[src/rtl/spoc_pkg.sv]
`default_nettype none
// ============================================================================
//  Module      : spoc_pkg
//  Description : Shared constants for the SpoC-64 output formatter: opcodes,
//                segment types, status words, header field positions and
//                FSM state encoding.
//  Revision    : 1.0 - initial release
// ============================================================================
package spoc_pkg;

    // Instruction opcodes (cmd[31:28])
    localparam logic [3:0] c_OP_ENC = 4'h2;
    localparam logic [3:0] c_OP_DEC = 4'h3;

    // Segment types
    localparam logic [3:0] c_SEG_PT  = 4'h4;
    localparam logic [3:0] c_SEG_CT  = 4'h5;
    localparam logic [3:0] c_SEG_TAG = 4'h8;

    // Final status words
    localparam logic [31:0] c_STATUS_SUCCESS = 32'hE000_0000;
    localparam logic [31:0] c_STATUS_FAILURE = 32'hF000_0000;

    // Header field bit positions
    localparam int c_HDR_TYPE_LSB = 28;
    localparam int c_HDR_PARTIAL  = 26;
    localparam int c_HDR_EOI      = 25;
    localparam int c_HDR_EOT      = 24;
    localparam int c_HDR_LEN_W    = 16;

    // Tag segment header without its length: type TAG, EOI=1, EOT=1
    localparam logic [31:0] c_TAG_HDR_BASE = 32'h8300_0000;

    // Tag segment header carrying the tag length in bytes (0x8300_0008 for 2 words)
    function automatic logic [31:0] tag_hdr(input int unsigned words);
        tag_hdr = c_TAG_HDR_BASE | {16'h0000, 16'(words * 4)};
    endfunction

    // FSM state encoding
    typedef logic [2:0] state_t;
    localparam state_t c_ST_IDLE      = 3'd0;
    localparam state_t c_ST_LD_HDR    = 3'd1;
    localparam state_t c_ST_OUT_HDR   = 3'd2;
    localparam state_t c_ST_OUT_DATA  = 3'd3;
    localparam state_t c_ST_OUT_THDR  = 3'd4;
    localparam state_t c_ST_OUT_TAG   = 3'd5;
    localparam state_t c_ST_WAIT_AUTH = 3'd6;
    localparam state_t c_ST_OUT_STAT  = 3'd7;

endpackage : spoc_pkg
`default_nettype wire

[src/rtl/bdo_byte_mask.sv]
`default_nettype none
// ============================================================================
//  Module      : bdo_byte_mask
//  Description : Zeroes the invalid trailing bytes of a big-endian bdo word
//                according to its valid-byte count. Out-of-range counts keep
//                the whole word.
//  Revision    : 1.0 - initial release
// ============================================================================
module bdo_byte_mask (
    input  logic [31:0] i_data,
    input  logic [3:0]  i_size,
    output logic [31:0] o_data
);

    logic [31:0] w_mask;

    // Keep the upper i_size bytes; 0 or >4 means a full word
    always_comb begin
        w_mask = 32'hFFFF_FFFF;
        case (i_size)
            4'd1:    w_mask = 32'hFF00_0000;
            4'd2:    w_mask = 32'hFFFF_0000;
            4'd3:    w_mask = 32'hFFFF_FF00;
            default: w_mask = 32'hFFFF_FFFF;
        endcase
        o_data = i_data & w_mask;
    end

endmodule : bdo_byte_mask
`default_nettype wire

[src/rtl/bdo_post_processor.sv]
`default_nettype none
// ============================================================================
//  Module      : bdo_post_processor
//  Description : SpoC-64 output formatter. Translates the message segment
//                header, forwards masked message words, appends the tag
//                segment (ENC) or consumes the auth result (DEC), and closes
//                each operation with a status word.
//  Revision    : 1.0 - initial release
// ============================================================================
module bdo_post_processor
    import spoc_pkg::*;
#(
    parameter int TAG_WORDS = 2
) (
    input  logic        clk,
    input  logic        rst,
    input  logic [31:0] cmd,
    input  logic        cmd_valid,
    output logic        cmd_ready,
    input  logic [31:0] bdo,
    input  logic        bdo_valid,
    output logic        bdo_ready,
    input  logic [3:0]  bdo_size,
    input  logic        end_of_block,
    input  logic        msg_auth,
    input  logic        msg_auth_valid,
    output logic        msg_auth_ready,
    output logic [31:0] do_data,
    output logic        do_valid,
    input  logic        do_ready,
    output logic        do_last
);

    localparam int c_TAG_CNT_W = (TAG_WORDS > 1) ? $clog2(TAG_WORDS) : 1;
    localparam logic [31:0] c_TAG_HDR = tag_hdr(TAG_WORDS);

    state_t                   r_state;
    logic                     r_dec;
    logic [14:0]              r_words_left;
    logic [c_TAG_CNT_W-1:0]   r_tag_cnt;
    logic [31:0]              r_word;

    logic [31:0]              w_masked;
    logic [31:0]              w_hdr_xlat;
    logic [3:0]               w_type;
    logic [16:0]              w_len_sum;
    logic [14:0]              w_words_init;
    state_t                   w_tail_state;
    logic                     w_do_xfer;
    logic                     w_unused_ok;

    // end_of_block carries no information this block needs
    assign w_unused_ok = end_of_block;

    bdo_byte_mask u_mask (
        .i_data (bdo),
        .i_size (bdo_size),
        .o_data (w_masked)
    );

    // Word count rounds the byte length up; 17-bit sum so L=65535 cannot overflow
    assign w_len_sum    = {1'b0, cmd[c_HDR_LEN_W-1:0]} + 17'd3;
    assign w_words_init = w_len_sum[16:2];

    // After the last message word: tag segment on ENC, auth wait on DEC
    assign w_tail_state = r_dec ? c_ST_WAIT_AUTH : c_ST_OUT_THDR;

    assign w_do_xfer = do_valid & do_ready;

    // Translate the incoming message header: PT<->CT, EOI=dec, EOT=1
    always_comb begin
        w_type     = cmd[c_HDR_TYPE_LSB +: 4];
        w_hdr_xlat = cmd;
        if (!r_dec && (w_type == c_SEG_PT)) begin
            w_hdr_xlat[c_HDR_TYPE_LSB +: 4] = c_SEG_CT;
        end else if (r_dec && (w_type == c_SEG_CT)) begin
            w_hdr_xlat[c_HDR_TYPE_LSB +: 4] = c_SEG_PT;
        end
        w_hdr_xlat[c_HDR_EOI] = r_dec;
        w_hdr_xlat[c_HDR_EOT] = 1'b1;
    end

    // Handshake and output muxing per state; everything quiet while in reset
    always_comb begin
        cmd_ready      = 1'b0;
        bdo_ready      = 1'b0;
        msg_auth_ready = 1'b0;
        do_valid       = 1'b0;
        do_last        = 1'b0;
        do_data        = 32'h0000_0000;
        if (!rst) begin
            case (r_state)
                c_ST_IDLE, c_ST_LD_HDR: cmd_ready = 1'b1;
                c_ST_OUT_HDR, c_ST_OUT_THDR: begin
                    do_valid = 1'b1;
                    do_data  = r_word;
                end
                c_ST_OUT_DATA: begin
                    do_valid  = bdo_valid;
                    bdo_ready = do_ready;
                    do_data   = w_masked;
                end
                c_ST_OUT_TAG: begin
                    do_valid  = bdo_valid;
                    bdo_ready = do_ready;
                    do_data   = bdo;
                end
                c_ST_WAIT_AUTH: msg_auth_ready = 1'b1;
                c_ST_OUT_STAT: begin
                    do_valid = 1'b1;
                    do_last  = 1'b1;
                    do_data  = r_word;
                end
                default: ;
            endcase
        end
    end

    // Operation sequencer: header, data, tag/auth, status
    always_ff @(posedge clk) begin
        if (rst) begin
            r_state      <= c_ST_IDLE;
            r_dec        <= 1'b0;
            r_words_left <= '0;
            r_tag_cnt    <= '0;
            r_word       <= '0;
        end else begin
            case (r_state)
                c_ST_IDLE: begin
                    if (cmd_valid) begin
                        if (cmd[c_HDR_TYPE_LSB +: 4] == c_OP_ENC) begin
                            r_dec   <= 1'b0;
                            r_state <= c_ST_LD_HDR;
                        end else if (cmd[c_HDR_TYPE_LSB +: 4] == c_OP_DEC) begin
                            r_dec   <= 1'b1;
                            r_state <= c_ST_LD_HDR;
                        end
                    end
                end
                c_ST_LD_HDR: begin
                    if (cmd_valid) begin
                        r_words_left <= w_words_init;
                        r_word       <= w_hdr_xlat;
                        r_state      <= c_ST_OUT_HDR;
                    end
                end
                c_ST_OUT_HDR: begin
                    if (do_ready) begin
                        if (r_words_left != 15'd0) begin
                            r_state <= c_ST_OUT_DATA;
                        end else begin
                            r_word  <= c_TAG_HDR;
                            r_state <= w_tail_state;
                        end
                    end
                end
                c_ST_OUT_DATA: begin
                    if (w_do_xfer) begin
                        r_words_left <= r_words_left - 15'd1;
                        if (r_words_left == 15'd1) begin
                            r_word  <= c_TAG_HDR;
                            r_state <= w_tail_state;
                        end
                    end
                end
                c_ST_OUT_THDR: begin
                    if (do_ready) begin
                        r_tag_cnt <= '0;
                        r_state   <= c_ST_OUT_TAG;
                    end
                end
                c_ST_OUT_TAG: begin
                    if (w_do_xfer) begin
                        if (r_tag_cnt == c_TAG_CNT_W'(TAG_WORDS - 1)) begin
                            r_word  <= c_STATUS_SUCCESS;
                            r_state <= c_ST_OUT_STAT;
                        end else begin
                            r_tag_cnt <= r_tag_cnt + 1'b1;
                        end
                    end
                end
                c_ST_WAIT_AUTH: begin
                    if (msg_auth_valid) begin
                        r_word  <= msg_auth ? c_STATUS_SUCCESS : c_STATUS_FAILURE;
                        r_state <= c_ST_OUT_STAT;
                    end
                end
                c_ST_OUT_STAT: begin
                    if (do_ready) begin
                        r_state <= c_ST_IDLE;
                    end
                end
                default: r_state <= c_ST_IDLE;
            endcase
        end
    end

endmodule : bdo_post_processor
`default_nettype wire

[config.mk]
export PLATFORM = sky130hd
export DESIGN_NAME = bdo_post_processor
export DESIGN_NICKNAME = d
export VERILOG_FILES = /design/src/rtl/spoc_pkg.sv /design/src/rtl/bdo_byte_mask.sv /design/src/rtl/bdo_post_processor.sv
export SDC_FILE = /design/constraint.sdc
export NUM_CORES = 1
export LEC_CHECK = 0
export BUFFER_PORTS_ARGS = -buffer_cell sky130_fd_sc_hd__buf_2
export CAP_MARGIN = 20
export CORE_ASPECT_RATIO = 0.7
export CORE_UTILIZATION = 38
export DETAILED_ROUTE_END_ITERATION = 8
export PLACE_DENSITY = 0.71
export SLEW_MARGIN = 0
export SYNTH_ARGS = -nofsm -noshare
export SYNTH_HDL_FRONTEND = slang
export SYNTH_SLANG_ARGS = --single-unit
[constraint.sdc]
create_clock -name clk -period 2.15 [get_ports clk]
set_input_delay 0.1075 -clock clk [delete_from_list [all_inputs] [get_ports clk]]
set_output_delay 0.1075 -clock clk [all_outputs]
set_load 0.01 [all_outputs]
# [Word level (Yosys, flattened, before mapping)]
# Cells that the tools add are included.
[word_totals] ff_bits=52 in_bits=76 out_inout_bits=37 elab_cells=103
[classes] add_sub_neg=3 n_eq_ne=27 n_mux=49 bitwise_logic=2 n_reduce_logical=17
[ops] op="32-bit 2-to-1 mux" count=9
[ops] op="32-bit case mux with 5 select lines" count=1
[ops] op="32-bit case mux with 3 select lines" count=1
[ops] op="24-bit case mux with 3 select lines" count=1
[ops] op="3-bit 2-to-1 mux" count=13
[ops] op="32-bit bitwise AND" count=1
[ops] op="15-bit 2-to-1 mux" count=2
[ops] op="15-bit case mux with 2 select lines" count=1
[ops] op="29-bit 2-to-1 mux" count=1
[ops] op="3-bit case mux with 8 select lines" count=1
[ops] op="2-bit inequality test (second input constant)" count=11
[ops] op="16-bit by 2-bit adder with 17-bit output (second input constant)" count=1
[ops] op="4-bit by 2-bit equality test with 1-bit output (second input constant)" count=4
[ops] op="15-bit by 1-bit equality test with 1-bit output (second input constant)" count=1
[ops] op="15-bit nonzero test" count=1
[ops] op="15-bit by 1-bit subtractor with 15-bit output (second input constant)" count=1
[ops] op="1-bit 2-to-1 mux" count=14
[ops] op="3-bit equality test (second input constant)" count=4
[ops] op="11-bit AND reduction" count=1
[ops] op="3-bit AND reduction" count=3
[ops] op="9-bit AND reduction" count=1
[ops] op="4-bit by 3-bit equality test with 1-bit output (second input constant)" count=2
[ops] op="4-bit 2-to-1 mux" count=2
[ops] op="3-bit by 2-bit equality test with 1-bit output (second input constant)" count=2
[ops] op="other kinds (14)" count=19

# [Logic depth before layout (Yosys ltp)]
# Gate-level depths: netlist of run 1.
[depth] ltp_word=7 ltp_mapped=8 ltp_nobuf=7

# [Hierarchy]
# A second synthesis of run 1 with hierarchy kept.
[unflattened] hier_cells=569 area_unflattened_um2=4047.6
[by_module_without_submodules] mod="bdo_post_processor" instances=1 cells_per_inst=531 area_each_um2=3734.8 seq_area_each_um2=1041.0
[by_module_without_submodules] mod="bdo_byte_mask" instances=1 cells_per_inst=38 area_each_um2=312.8 seq_area_each_um2=0.0

# [Worst setup path after synthesis of run 1]
# No wires, ideal clock.
[synth_timing] path_kind="reg2reg" start="register r_words_left[0]" end="register r_word[29]" setup_ns=0.121 arrival_ns=1.944 required_ns=2.029 slack_ns=0.085 stages_incl_launch_ff=9 path_buffers=1 period_less_slack_ns=2.065 cell_sequence="dfxtp_1 > inv_1 > ha_1 > or3b_2 > nor4_4 > or3_1 > nand3_2 > buf_6 > mux2_4"
[synth_via] elab_chain_cells=3 elab_cells_between_ends=5 cone_classes="eq/ne (3); reduce/logical (2)"
[synth_rtl] item="start, declared" line="bdo_post_processor.sv:39" source="logic [14:0] r_words_left;"
[synth_rtl] item="start signal, assigned" line="bdo_post_processor.sv:142" source="r_words_left <= w_words_init;"
[synth_rtl] item="start signal, assigned" line="bdo_post_processor.sv:159" source="r_words_left <= r_words_left - 15'd1;"
[synth_rtl] item="15-bit by 1-bit equality test with 1-bit output / 15-bit nonzero test (equally long branches)" line="bdo_post_processor.sv:160, bdo_post_processor.sv:149"
[synth_rtl] item="2-bit inequality test (no source line)"
[synth_rtl] item="9-bit AND reduction (no source line) (*)"
[synth_rtl] item="end signal, assigned" line="bdo_post_processor.sv:152" source="r_word <= c_TAG_HDR;"
[synth_rtl] item="end signal, assigned" line="bdo_post_processor.sv:161" source="r_word <= c_TAG_HDR;"
[synth_rtl] item="end signal, assigned" line="bdo_post_processor.sv:175" source="r_word <= c_STATUS_SUCCESS;"
[synth_rtl] item="end, declared" line="bdo_post_processor.sv:41" source="logic [31:0] r_word;"
# Mark *: on every way between the ends. The rest lies on a longest branch, timed or not.
# A chain may end at the register's enable or synchronous reset.

# [Worst setup path in the final report of run 1]
[layout_timing] start="register r_words_left[1]" end="register r_word[8]"
# The elaborated chain is that of the path after synthesis.

==> metrics.txt, run 1 <==
status=complete, no violations; Critical path origin=r_words_left[1]$_SDFFE_PP0P_; dpl hpwl=9030 um; final hold violations=0; fin util=54.2%; cell taking the most area after synthesis=dfxtp_1; Critical Path Max Stage Delay=0.39 ns; DRT antenna net count=0; syn avg cell area=7.59 um2; PD cells=991 nW/um2; hold endpoint=r_word[26]$_SDFFE_PP0P_; Final Non-Filler Cells=between 700 and 800; r2r endpoint=r_word[8]$_SDFFE_PP0P_; Final Max Tran Viols=0; hold_buf cts=0; vias in the first global route=4026; number of buffers created by CTS=5; unrepaired setup endpoints after global routing=true; setup violators final=0; die area=a little over 10000 um2; sequential area share after synthesis=between 20% and 30%; fin crit period=2.08 ns; CP arrival=2.26 ns; period utilization=96.6%; slowest stage cell, crit path=or3b_4; synthesis warning total=0; Clock Pin Slew Worst Setup and Hold Paths=0.07 ns; # port buffers=109; Area Growth Syn to Fin=35.1%; clk buf depth=2; Top FF cell, synth=dfxtp_1; CTS H-tree depth=2; first-pass GRT wire length=about 19000 um; Die Height=84.7 um; total grt overflow=0; final WL=12600 um; fraction of layout cells with a size suffix above 1=32.4%; Syn Std Cell Area=roughly 3700 um2; HP Class=in -> reg; Post-Synthesis Cells=489; P_leak=roughly 2.2 nW; die width=120 um; library cells used by synthesis=between 60 and 70; EDFF count, synth=0; worst-path cell chain=inv_2 -> ha_4 -> or3b_4 -> nor4_4 -> o211a_4 -> nand3_4 -> buf_12 -> mux2i_2; Reg2Reg Depth=8; Skew-Pair Late Insertion Delay=0.29 ns; Residual DRC=0; Nets=around 700; Placed Cells incl. Taps=732; relative slew slack=51.8%; core area=9250 um2; Hold Path Depth=3; RR Startpoint=r_words_left[1]$_SDFFE_PP0P_; min-delay src=cmd[26]; gpl congestion=about 0.94; r2r setup slk=0.07 ns; Filler Cells Inserted=between 800 and 900; Synth area leaders=dfxtp_1 (28%), mux2i_1 (8.9%), nand2_1 (7.8%); # rows=29; initial antenna violation count=0; Yosys reg bits=52; CP Class=reg -> reg; Async SR Flop Fraction=0%; Critical Path Fanout Max=6; CTS sink count=52; Vias/cell=about 6; initial drt markers=285; peak supply drop=0.461 mV; Critical Path RT=2.33 ns; CTS tree=yes; CP Launch Type=flop; max_cap viols=0; 1st-pass router iterations=5; IO Pins=between 100 and 150; CP Capture Type=flop; ANT cells=0; Setup Skew=0.00511 ns; worst slew pin tran=0.722 ns; root buf cell=clkbuf_16; WL/cell=16.8 um; share of the synthesized area in the top cell type=between 20% and 30%; Net Count, Synth=568; Tot GR Track Use=a little under a quarter; maximum clock rate=slightly below 500 MHz; largest net degree at the start of global routing=35; routed vias=4362; starting density of the core=40.1%
## per-layer routing
layer | vias up | GRT usage (%) | wire length (um)
met5 | - | 0 | 0
met4 | 0 | 4.55 | 112
met3 | 16 | 3.74 | 1170
met2 | 231 | 38.5 | 5660
met1 | 2059 | 33.1 | 5630
li1 | 2056 | - | -
## cell families (layout without fill, tap and decap cells)
logic type | Yosys count | count (layout) | synth area share, %
adder cells (fa/ha/maj) | 3 | 3 | 1.01
flip-flops | 52 | 52 | 28.1
AND/OR/NAND/NOR | 203 | 204 | 27.0
AO/OA/AOI/OAI | 124 | 124 | 22.7
buffers and inverters | 49 | 182 | 5.26
multiplexers | 45 | 46 | 12.8
XOR/XNOR | 13 | 13 | 3.07
## registers in the layout, summed over array words and instances, names as in the netlist
register / count
r_word: 32
r_words_left: 15
r_dec: 1
r_state: 3
r_tag_cnt: 1
## layout make-up
class                           count  area [um2]  area share, %
Clock buffer                        6         129           2.57
Clock inverter                      2        16.3          0.325
Inverter                           17        63.8           1.27
Multi-Input combinational cell    390        2610           52.1
Sequential cell                    52        1050           21.0
Tap cell                          124         155           3.10
Timing Repair Buffer              157         986           19.7
## synthesized netlist by cell type, drive strengths merged (3+ instances only)
| cell type | instances |
|---|---|
| a21o | 3 |
| a21oi | 21 |
| a221oi | 3 |
| a22oi | 33 |
| a31oi | 8 |
| buf | 6 |
| clkbuf | 26 |
| dfxtp | 52 |
| ha | 3 |
| inv | 17 |
| mux2 | 12 |
| mux2i | 33 |
| nand2 | 77 |
| nand2b | 3 |
| nand3 | 8 |
| nand4 | 9 |
| nor2 | 51 |
| nor2b | 7 |
| nor3 | 12 |
| nor3b | 4 |
| nor4 | 12 |
| o211ai | 7 |
| o21ai | 24 |
| or3 | 4 |
| or4 | 4 |
| xnor2 | 7 |
| xor2 | 6 |
## worst max-delay path by stage
stage                         endpoint  slack [ns]  depth (start not counted)
2_1_floorplan  r_word[29]$_SDFFE_PP0P_        0.08                          8
3_3_place_gp    r_word[9]$_SDFFE_PP0P_        0.03                          7
3_5_place_dp               do_data[14]       -0.02                          5
4_1_cts                    do_data[14]       0.008                          7
5_1_grt         r_word[8]$_SDFFE_PP0P_       -0.03                          8
6_report        r_word[8]$_SDFFE_PP0P_        0.07                          8
## report_power, final
group,switching [mW],internal (mW),leakage [nW]
logic,1.57,1.25,1.71
clock network,0.380,0.435,0.0671
registers,0.177,1.15,0.424
## metrics by stage
step / worst slack (ns) / hold slack, ns / setup TNS, ns / instance area, um2 / power [mW]
after floorplan: 0.0848 / 0.246 / 0 / 3710 / 2.85
after global placement: 0.0312 / 0.358 / 0 / 4620 / 3.62
after detailed placement: -0.0199 / 0.358 / -0.0506 / 4620 / 3.67
after CTS: 0.00820 / 0.0475 / 0 / 4810 / 4.53
after global routing: -0.0321 / 0.0460 / -0.236 / 5010 / 5.25
final: 0.0739 / 0.0475 / 0 / 5010 / 4.97
## cell usage in the layout, fill, tap and decap left out, drive strengths merged, types with 9 or more instances in the layout
| master | Yosys | routed |
|---|---|---|
| nand4 | 9 | 9 |
| o21ai | 24 | 24 |
| nand2 | 77 | 77 |
| mux2i | 33 | 34 |
| inv | 17 | 17 |
| nand3 | 8 | 9 |
| nor3 | 12 | 12 |
| a21oi | 21 | 21 |
| a22oi | 33 | 33 |
| mux2 | 12 | 12 |
| nor2 | 51 | 51 |
| buf | 6 | 155 |
| nor4 | 12 | 12 |
| dfxtp | 52 | 52 |
## timing repair
action / 4_1_cts / 5_1_grt
endpoints found under the hold margin: 0 / 0
buffers inserted: 1 / 2
pin swaps: 1 / 2
gates cloned: 0 / 5
resized for setup: 5 / 24
setup endpoints to repair: 50 / 57
## critical path, delay by kind of cell, from the launching register on
| kind | cells | cell delay, ns |
|---|---|---|
| buffers and inverters | 2 | 0.27 |
| adders and majority gates | 1 | 0.12 |
| and+or+nand+nor | 3 | 0.85 |
| DFF | 1 | 0.32 |
| muxes | 1 | 0.14 |
| AOI/OAI and AO/OA | 1 | 0.25 |
Power figures use the tool's default switching activity.
==> run 2: changes to the inputs <==
--- a/config.mk
+++ b/config.mk
@@ -9,8 +9,9 @@
 export CAP_MARGIN = 20
 export CORE_ASPECT_RATIO = 0.7
 export CORE_UTILIZATION = 38
+export CTS_CLUSTER_DIAMETER = 50
 export DETAILED_ROUTE_END_ITERATION = 8
-export PLACE_DENSITY = 0.71
+export PLACE_DENSITY = 0.69
 export SLEW_MARGIN = 0
 export SYNTH_ARGS = -nofsm -noshare
 export SYNTH_HDL_FRONTEND = slang
==> constraint.sdc (replaced) <==
create_clock -name clk -period 2.4 [get_ports clk]
set_input_delay 0.12 -clock clk [delete_from_list [all_inputs] [get_ports clk]]
set_output_delay 0.12 -clock clk [all_outputs]
set_load 0.01 [all_outputs]
==> metrics.txt, run 2 (synthesized netlist as in run 1, its figures left out) <==
status=complete, no violations; most frequent cells in the layout=buf_2 (109), nand2_1 (77), nor2_1 (51); HP Class=in -> reg; total grt overflow=0; Logic pwr share=50.8%; max_cap viols=0; CTS sink count=52; CTS tree=yes; clock share of power=19.0%; 1st-pass router iterations=4; starting density of the core=40.1%; CP Launch Type=flop; largest net degree at the start of global routing=29; # rows=29; WL met3=757 um; relative slew slack=between 50% and 60%; # port buffers=109; Critical Path Max Stage Delay=0.48 ns; core area=9250 um2; Final Hold Slack=0.0630 ns; routed vias=4124; Register Area=1040 um2; fin crit period=2.23 ns; initial drt markers=319; gpl congestion=0.887; DP Area=approximately 4500 um2; min-delay src=cmd[21]; die width=120 um; ANT cells=0; Area Growth Syn to Fin=26.1%; Critical path origin=r_words_left[0]$_SDFFE_PP0P_; Metal-1 WL=5650 um; Setup Skew=0.00735 ns; fraction of layout cells with a size suffix above 1=between 20% and 30%; DP Worst Slack=0.150 ns; PD cells=860 nW/um2; initial antenna violation count=0; Pint=2.28 mW; Design Area, Final=4680 um2; net switching fraction of the power=43.3%; vias in the first global route=roughly 3.8k; dpl hpwl=8710 um; hold_buf cts=0; worst slew pin tran=0.658 ns; Vias/cell=about 5.7; slowest stage cell, crit path=or3b_2; P_leak=2.05 nW; area of the multi-input gates=2500 um2; Residual DRC=0; root buf cell=clkbuf_16; first-pass GRT wire length=18600 um; CP Class=reg -> reg; DRT antenna net count=0; unrepaired setup endpoints after global routing=false; WL/cell=roughly 16 um; commonest non-fill, non-tap cell in the layout=buf_2; kind of cell adding the most delay to the critical path=simple AND/OR/NAND/NOR gates; Filler Cells Inserted=roughly 930; Sequential Power Share=30.2%; final worst slack=around 0.17 ns; routed wl met2=5110 um; Critical Path Fanout Max=26; final WL=11600 um; setup TNS=0 ns; number of buffers created by CTS=5; max FFs per register=32; RR Startpoint=r_words_left[0]$_SDFFE_PP0P_; switching power total=1.74 mW; Final Non-Filler Cells=724; final hold violations=0; Largest regs=r_word: 32 flops, r_words_left: 15 flops, r_state: 3 flops; Critical Path RT=2.58 ns; setup violators final=0; peak supply drop=0.361 mV; Clock Pin Slew Worst Setup and Hold Paths=approximately 0.080 ns; IO Pins=113; worst-path cell chain=inv_1 -> ha_1 -> or3b_2 -> nor4_4 -> or3_1 -> nand3_4 -> buf_12 -> mux2i_1; Final Power=4.02 mW; maximum clock rate=449 MHz; Die Height=84.7 um; period utilization=92.8%; Reg with most FFs=r_word; Skew-Pair Late Insertion Delay=0.30 ns; crit path buf inv count=2; Placed Cells incl. Taps=715; Tot GR Track Use=between 20 and 25%; CP Capture Type=flop; Final Max Tran Viols=0; die area=10200 um2; fin util=50.6%; CTS H-tree depth=2; top routing layer in use=met4; CP arrival=around 2.4 ns; clk buf depth=2; Nets=678
run 2: cell types whose count changed in the layout (fill, tap and decap cells not counted), sizes merged:
cell    delta
inv        +1
nand3      -1
clkbuf     -3
buf       -20
mux2i      -1
run 2: worst reg2reg max path, stage by stage (launching register included):
cell and delay [ns]:
dfxtp_1 0.35, inv_1 0.13, ha_1 0.17, or3b_2 0.48
nor4_4 0.18, or3_1 0.26, nand3_4 0.17, buf_12 0.23
mux2i_1 0.14
run 2: timing repair:
item / CTS / global route
setup buffers: 1 / 0
pin swaps: 1 / 0
hold endpoints to repair: 0 / 0
endpoints found under the setup margin: 8 / 41
resized for setup: 0 / 5
run 2: cell type report:
class                   count  share of cell area, %
multi-input cells         388                   53.4
flip-flops and latches     52                   22.3
repair buffers            135                   16.4
well taps                 124                   3.32
clock buffers               5                   2.67
inverters                  17                   1.36
clock inverters             3                  0.588
run 2: metal layers:
layer / vias up / global-route usage, %
met4: 0 / 3.64
met3: 9 / 3.67
met5: - / 0
met2: 164 / 35.0
met1: 1949 / 32.9
li1: 2002 / -
run 2: power groups by stage:
stage | sequential, mW | combinational [mW] | clock (mW)
finish | 1.21 | 2.05 | 0.763
global route | 1.24 | 2.23 | 0.815
CTS | 1.21 | 1.99 | 0.775
detailed placement | 1.22 | 1.98 | 0
global placement | 1.22 | 1.94 | 0
floorplan | 1.12 | 1.42 | 0
run 2: worst paths after layout:
kind,endpoint,slack [ns],cells past startpoint
max reg2reg,r_word[10]$_SDFFE_PP0P_,0.17,8
min,r_word[21]$_SDFFE_PP0P_,0.06,3
max,r_word[10]$_SDFFE_PP0P_,0.17,8
min reg2reg,r_word[20]$_SDFFE_PP0P_,0.46,2
